File: src/rtl/m6809_pkg.sv
// Shared definitions for the 6809 front-end: sequencer states, bus owner codes
// and the opcodes the sequencer treats specially.
package m6809_pkg;

  typedef enum logic [2:0] {
    ST_RST_HI,
    ST_RST_LO,
    ST_FETCH_OP,
    ST_FETCH_PB,
    ST_MOVE,
    ST_EXEC
  } state_t;

  localparam logic [1:0] SEL_SEQ   = 2'd0;
  localparam logic [1:0] SEL_MOVER = 2'd1;
  localparam logic [1:0] SEL_EXEC  = 2'd2;

  localparam logic [7:0] OP_PSHS = 8'h34;
  localparam logic [7:0] OP_PULS = 8'h35;
  localparam logic [7:0] OP_PSHU = 8'h36;
  localparam logic [7:0] OP_PULU = 8'h37;
  localparam logic [7:0] OP_NOP  = 8'h12;

  localparam logic [15:0] RESET_VECTOR_DEF = 16'hFFFE;

  // PSH/PUL opcodes are the only ones followed by a register-list post-byte.
  function automatic logic is_stack_op(input logic [7:0] op);
    return (op >= OP_PSHS) && (op <= OP_PULU);
  endfunction

endpackage

File: src/rtl/m6809_pb_bytecount.sv
// PSH/PUL post-byte to transferred byte count: bits 7..4 select 16-bit
// registers (2 bytes each), bits 3..0 select 8-bit registers.
module m6809_pb_bytecount (
  input  logic [7:0] pb,
  output logic [3:0] cnt
);

  always_comb begin
    cnt = '0;
    for (int i = 0; i < 8; i++)
      cnt = cnt + {2'b00, pb[i] && (i >= 4), pb[i] && (i < 4)};
  end

endmodule

File: src/rtl/m6809_core_fetch_seq.sv
// 6809 front-end sequencer: reset vector fetch, opcode/post-byte fetch, and
// hand-off of the bus to the register mover or the execute unit.
module m6809_core_fetch_seq
  import m6809_pkg::*;
#(
  parameter logic [15:0] RESET_VECTOR = RESET_VECTOR_DEF
) (
  input  logic        clk,
  input  logic        reset_b,
  input  logic [7:0]  din,
  input  logic [15:0] pc_in,
  output logic [15:0] addr,
  output logic [1:0]  bus_sel,
  output logic [7:0]  ir_q,
  output logic        start,
  output logic [15:0] pc_out,
  output logic        pc_out_en,
  output logic        exec_req,
  input  logic        exec_done,
  output logic        move_busy
);

  state_t      state, nxt;
  logic [3:0]  move_cnt;
  logic [3:0]  pb_cnt;
  logic [7:0]  vec_hi;
  logic [15:0] pc_inc;

  m6809_pb_bytecount u_bytecount (
    .pb  (din),
    .cnt (pb_cnt)
  );

  assign pc_inc = pc_in + 16'd1;

  always_ff @(posedge clk) begin
    if (!reset_b) state <= ST_RST_HI;
    else          state <= nxt;
  end

  always_ff @(posedge clk) begin
    if (!reset_b) begin
      ir_q     <= OP_NOP;
      move_cnt <= '0;
      vec_hi   <= '0;
    end else begin
      case (state)
        ST_RST_HI:   vec_hi   <= din;
        ST_FETCH_OP: ir_q     <= din;
        ST_FETCH_PB: move_cnt <= pb_cnt;
        ST_MOVE:     move_cnt <= move_cnt - 4'd1;
        default: ;
      endcase
    end
  end

  always_comb begin
    nxt = state;
    case (state)
      ST_RST_HI:   nxt = ST_RST_LO;
      ST_RST_LO:   nxt = ST_FETCH_OP;
      ST_FETCH_OP: nxt = is_stack_op(din) ? ST_FETCH_PB : ST_EXEC;
      ST_FETCH_PB: nxt = (pb_cnt == 4'd0) ? ST_FETCH_OP : ST_MOVE;
      ST_MOVE:     nxt = (move_cnt == 4'd1) ? ST_FETCH_OP : ST_MOVE;
      ST_EXEC:     nxt = exec_done ? ST_FETCH_OP : ST_EXEC;
      default:     nxt = ST_RST_HI;
    endcase
  end

  // The mover owns PC writes while it runs, so the sequencer stays off pc_out_en.
  always_comb begin
    addr      = 16'h0000;
    pc_out    = 16'h0000;
    pc_out_en = 1'b0;
    start     = 1'b0;
    exec_req  = 1'b0;
    move_busy = 1'b0;
    bus_sel   = SEL_SEQ;
    case (state)
      ST_RST_HI: addr = RESET_VECTOR;
      ST_RST_LO: begin
        addr      = RESET_VECTOR + 16'd1;
        pc_out    = {vec_hi, din};
        pc_out_en = 1'b1;
      end
      ST_FETCH_OP: begin
        addr      = pc_in;
        pc_out    = pc_inc;
        pc_out_en = 1'b1;
      end
      ST_FETCH_PB: begin
        addr      = pc_in;
        start     = 1'b1;
        pc_out    = pc_inc;
        pc_out_en = 1'b1;
      end
      ST_MOVE: begin
        bus_sel   = SEL_MOVER;
        move_busy = 1'b1;
      end
      ST_EXEC: begin
        bus_sel  = SEL_EXEC;
        exec_req = 1'b1;
      end
      default: ;
    endcase
  end

endmodule

File: config.mk
export PLATFORM = sky130hd
export DESIGN_NAME = m6809_core_fetch_seq
export DESIGN_NICKNAME = d
export VERILOG_FILES = /design/src/rtl/m6809_pkg.sv /design/src/rtl/m6809_pb_bytecount.sv /design/src/rtl/m6809_core_fetch_seq.sv
export SDC_FILE = /design/constraint.sdc
export NUM_CORES = 1
export LEC_CHECK = 0
export BUFFER_PORTS_ARGS = -buffer_cell sky130_fd_sc_hd__buf_4
export CORE_MARGIN = 2
export CORE_UTILIZATION = 50
export DETAILED_ROUTE_END_ITERATION = 10
export GPL_TIMING_DRIVEN = 0
export PLACE_DENSITY_LB_ADDON = 0.08
export SLEW_MARGIN = 15
export SYNTH_ARGS = -nofsm -noshare
export SYNTH_HDL_FRONTEND = slang
export SYNTH_SLANG_ARGS = --single-unit
export TNS_END_PERCENT = 10
File: constraint.sdc
create_clock -name clk -period 3.9 [get_ports clk]
set_input_delay 0.78 -clock clk [delete_from_list [all_inputs] [get_ports clk]]
set_output_delay 0.78 -clock clk [all_outputs]
set_load 0.01 [all_outputs]
=== Yosys cells after proc, flatten, opt, wreduce, memory -nomap -nowiden ===
Cells that the tools add are included.

* Flip-flop bits (word level): 23
* Input port bits: 27
* Output and inout port bits: 46
* Logic and storage cells: 40

* $add $sub $neg: 9
* Order comparisons: 2
* Equality and inequality tests: 6
* Mux-type cells: 13
* Reductions and logical operators: 6

{| class="wikitable"
|+ Operators by type and width
! operator !! number
|-
| case mux 16 bit (3 select lines) || 1
|-
| case mux 16 bit (2 select lines) || 1
|-
| case mux 3 bit (6 select lines) || 1
|-
| adder 16 x 1 -> 16 bit (second input constant) || 1
|-
| adder 4 x 2 -> 4 bit || 4
|-
| two-way mux 3 bit || 4
|-
| adder 4 x 1 -> 4 bit || 2
|-
| greater-or-equal comparator 8 x 6 -> 1 bit (second input constant) || 1
|-
| less-or-equal comparator 8 x 6 -> 1 bit (second input constant) || 1
|-
| case mux 4 bit (2 select lines) || 1
|-
| == test 3 x 2 -> 1 bit (second input constant) || 2
|-
| == test 3 bit (second input constant) || 2
|-
| == test 4 x 1 -> 1 bit (second input constant) || 1
|-
| logical NOT 4 bit || 1
|-
| two-way mux 1 bit || 4
|-
| case mux 2 bit (2 select lines) || 1
|-
| subtractor 4 x 1 -> 4 bit (second input constant) || 1
|-
| == test 3 x 1 -> 1 bit (second input constant) || 1
|-
| logical NOT 3 bit || 1
|-
| OR reduction 3 bit || 1
|-
| adder 1 x 1 -> 2 bit || 1
|-
| nonzero test 2 bit || 1
|-
| OR reduction 2 bit || 1
|-
| logical AND 1 bit || 1
|}

=== Logic depth before layout (Yosys ltp) ===
* Depth in word-level cells: 10
* Mapped depth: 11
* Mapped depth without buffers: 11

=== By module ===
From an unflattened synthesis, not the netlist that was laid out.

* Cells, all modules: 247
* Area total of the unflattened synthesis: 1873.0 µm²

{| class="wikitable"
|+ Modules (own cells, without submodules)
! module !! instances !! cells each !! area each (µm²) !! seq. area each (µm²)
|-
| m6809_core_fetch_seq || 1 || 227 || 1684.1 || 460.4
|-
| m6809_pb_bytecount || 1 || 20 || 188.9 || 0.0
|}

=== Least setup slack after synthesis ===
OpenSTA, ideal clock, no wires.

* Kind: in2reg
* From: input din[0]
* To: register state[2]
* Library setup time: 0.122 ns
* Data arrival time: 3.066 ns
* Data required time: 3.778 ns
* Slack: 0.712 ns
* Cell stages on the path: 10
* Path buffers: 0
* Path through: ha_1 -> fa_1 -> inv_1 -> fa_1 -> inv_1 -> ha_1 -> a21o_1 -> a2111oi_2 -> a21o_1 -> a31oi_1

* Cells in the longest elaborated chain, start to end: 10
* Elaborated cells between the ends (all ways): 14
* Those cells by class: add/sub: 7; order compare: 2; mux: 3; reduce/logical: 2

{| class="wikitable"
|+ Ends and longest elaborated chain
! what !! RTL line !! RTL
|-
| start: declaration || m6809_core_fetch_seq.sv:10 || <nowiki>input logic [7:0] din,</nowiki>
|-
| adder 1 x 1 -> 2 bit || m6809_pb_bytecount.sv:11 || <nowiki>cnt = cnt + {2'b00, pb[i] && (i >= 4), pb[i] && (i < 4)};</nowiki>
|-
| adder 4 x 1 -> 4 bit (2 in a row) || m6809_pb_bytecount.sv:11 ||
|-
| adder 4 x 2 -> 4 bit (4 in a row) || m6809_pb_bytecount.sv:11 ||
|-
| logical NOT 4 bit || m6809_core_fetch_seq.sv:63 || <nowiki>ST_FETCH_PB: nxt = (pb_cnt == 4'd0) ? ST_FETCH_OP : ST_MOVE;</nowiki>
|-
| two-way mux 3 bit || m6809_core_fetch_seq.sv:63 ||
|-
| case mux 3 bit (6 select lines) * || m6809_core_fetch_seq.sv:59 || <nowiki>case (state)</nowiki>
|-
| end signal: assignment || m6809_core_fetch_seq.sv:38 || <nowiki>else state <= nxt;</nowiki>
|-
| end: declaration || m6809_core_fetch_seq.sv:23 || <nowiki>state_t state, nxt;</nowiki>
|}

Mark *: on every way between the ends. The rest lies on a longest branch, timed or not.
A chain may end at the register's enable or synchronous reset.

=== Worst setup path after layout ===
Same ends and word-level chain as after synthesis.

==> impl_metrics.tcl <==
set metrics [dict create \
    grt_use_met2_pct 45.3 \
    post_cts_buffers 0 \
    synthTopCellsByArea "dfxtp_1 (23%), ha_1 (6.3%), xnor2_1 (6.2%), nand2_1 (6.1%), inv_1 (5.3%)" \
    drive_above_1_share_pct 29.6 \
    hold_path_end "ir_q[5]" \
    syn_area_per_cell_um2 7.64 \
    ios 73 \
    vias_per_cell 5.24 \
    portBuffers 72 \
    busiest_layer "met2" \
    use_met1_pct 29.4 \
    power-per-cell-area_nw_per_um2 329 \
    antenna_found_initial 0 \
    fin_crit_sh_pct 81.0 \
    worstReg2RegEnd "move_cnt[3]" \
    clkTransAtPathRegs_ns 0.08 \
    fin_crit_ns 3.16 \
    finalMaxSlewViolations 0 \
    insertion_delay_ns 0.27 \
    path_cells "buf_4, ha_1, fa_1, inv_1, fa_1, inv_1, ha_1, a21o_1, a2111oi_2, a21o_1, a31oi_1" \
    vias 2001 \
    ys_warn_count 0 \
    hold_start "ir_q[5]" \
    final_cells 382 \
    fp.dieH_um 66.8 \
    rows 22 \
    rr_startpoint "state[2]" \
    ir_worst_vdd_v 0.000141 \
    core_area_um2 3720 \
    arrival_ns 3.32 \
    yosys_most_used_dff "dfxtp_1" \
    required_ns 4.06 \
    min_path_type "reg -> reg" \
    max_stage_delay_ns 0.50 \
    crit_path_max_fanout 5 \
    yosys.area.top_type_share_pct 23.4 \
    rrSetupSlack_ns 2.36 \
    r2r_cells 4 \
    cts_made_buffers 3 \
    use_met3_pct 2.87 \
    cts_resized 0 \
    synthCells 258 \
    critPathSlowestCell "fa_1" \
    p_seq_share_pct 31.8 \
    setup_viol 0 \
    hold_viol 0 \
    gp_congestion 0.845 \
    cts_root_buffer "clkbuf_8" \
    cp-end-kind "register" \
    cts_tree "yes" \
    fmax_mhz 317 \
    p_comb_share_pct 50.8 \
    dieArea_um2 4460 \
    critPathLaunchType "input pin" \
    start_util_pct 53.1 \
    die_x_um 66.8 \
    antenna_left 0 \
    setup_tns_ns 0 \
    fin_worst_skew_ns 0.00195 \
    drtPass1Iterations 4 \
    fillerInstances 337 \
    synth_seq_area_share_pct 23.4 \
    layout-area-overhead-vs-synth_pct 32.8 \
    globalRouteOverflowTotal 0 \
    hold_buffers 0 \
    synth_nets 298 \
    syn_area_um2 1970 \
    n_antenna_cell 0 \
    synthMostInstantiatedCell "nand2_1" \
    grt_pass1_vias 1885 \
    drv_cap 0 \
    track_usage_pct 24.8 \
    synth_seq_cells 23 \
    slew_headroom_pct 66.5 \
    hold_depth 2 \
    clock_sinks 23 \
    synth_edf_count 0 \
    rsz0062_at_grt "false" \
    routed_wl_mm 5.14 \
    switching_share_pct 37.8 \
    drc_errors 0 \
    intPower_mw 0.535 \
    yosysUniqueCellTypes 46 \
    drtIter0Drc 83 \
    htreeDepth 1 \
    yosysTopAreaCell "dfxtp_1" \
    clock_power_share_pct 17.4 \
    yosys-top-cells-count "nand2_1 (32), inv_1 (28), dfxtp_1 (23)" \
    path_class "in -> reg" \
    grt_pass1_wl_mm 8.53 \
    cp-startpoint "din[0]" \
    ys_async_sr_fraction_pct 0 \
    place_hpwl_mm 4.08 \
    numPlacedInstances 378 \
    nets 375 \
    tightest_slew_ns 0.502 \
    wl_per_cell_um 13.5 \
    clockBufferDepth 2 \
    total_leakage_power_nw 1.18 \
    status "complete, no violations" \
    grt_start_max_net_pins 14 \
    p_sw_mw 0.326 \
]
how the worst max path moves through the flow:
stage	to	slack, ns	depth (start not counted)
final	state[2]	0.74	11
after global routing	state[1]	0.56	12
after CTS	state[2]	0.74	11
after detailed placement	state[2]	0.45	11
after global placement	state[2]	0.47	11
after floorplan	state[2]	0.71	10
through the flow:
| stage | hold WS [ns] | setup WS, ns | instance area [µm²] | utilization, % | power, mW |
|---|---|---|---|---|---|
| after floorplan | 0.461 | 0.712 | 1970 | - | 0.537 |
| after global placement | 0.464 | 0.474 | 2570 | 69.2 | 0.708 |
| after detailed placement | 0.468 | 0.453 | 2570 | 69.2 | 0.717 |
| after CTS | 0.479 | 0.744 | 2620 | 70.5 | 0.865 |
| after global routing | 0.500 | 0.562 | 2620 | 70.5 | 0.918 |
| final | 0.478 | 0.743 | 2620 | 70.5 | 0.860 |
critical path, delay by kind of cell:
family / cells / cell delay [ns]
buffers and inverters: 3 / 0.24
adder cells (fa/ha/maj): 4 / 1.46
AO/OA/AOI/OAI: 4 / 0.84
placed cells by master (no fill, tap or decap), types with 5 or more instances in the layout:
cell type / synthesis / routed
nor2b_1: 12 / 12
a21boi_1: 7 / 7
mux2i_1: 8 / 8
a21oi_1: 18 / 18
inv_1: 28 / 28
ha_1: 10 / 10
nand3_1: 10 / 10
nor3_1: 6 / 6
buf_2: 5 / 5
xnor2_1: 14 / 14
nor2_1: 9 / 9
nand2_1: 32 / 32
clkbuf_1: 8 / 8
o21ai_1: 15 / 15
o21ai_0: 5 / 5
dfxtp_1: 23 / 23
buf_4: 3 / 75
logic make-up (layout without fill, tap and decap cells):
logic type	Yosys count	in the layout	share of synthesized area, %
simple gates	94	94	27.7
compound gates	60	60	18.8
buf+inv	44	120	9.26
flops	23	23	23.4
xor+xnor	15	15	6.66
fa+ha+maj	13	13	9.39
mux	9	9	4.82
power groups by stage:
stage	Sequential [mW]	Combinational [mW]	Clock [mW]
4_1_cts	0.274	0.439	0.151
6_report	0.274	0.437	0.150
2_1_floorplan	0.279	0.258	0
3_5_place_dp	0.279	0.437	0
5_1_grt	0.277	0.482	0.160
3_3_place_gp	0.279	0.429	0
registers in the layout, summed over array words and instances, names as in the netlist:
signal	cells
ir_q	8
vec_hi	8
move_cnt	4
state	3
cell type report:
type / count / area (µm²) / area share [%]
Timing Repair Buffer: 72 / 541 / 20.6
Clock inverter: 1 / 5.00 / 0.191
Inverter: 28 / 105 / 4.01
Tap cell: 48 / 60.1 / 2.29
Sequential cell: 23 / 460 / 17.6
Clock buffer: 3 / 41.3 / 1.58
Buffer: 16 / 77.6 / 2.96
Multi-Input combinational cell: 191 / 1330 / 50.7
per-layer routing:
layer | up-vias | part of all wire, %
li1 | 1026 | -
met1 | 908 | 43
met2 | 60 | 50
met3 | 7 | 5.5
met4 | 0 | 1.5
met5 | - | 0
Note: power is estimated with default switching activity, not from simulation.
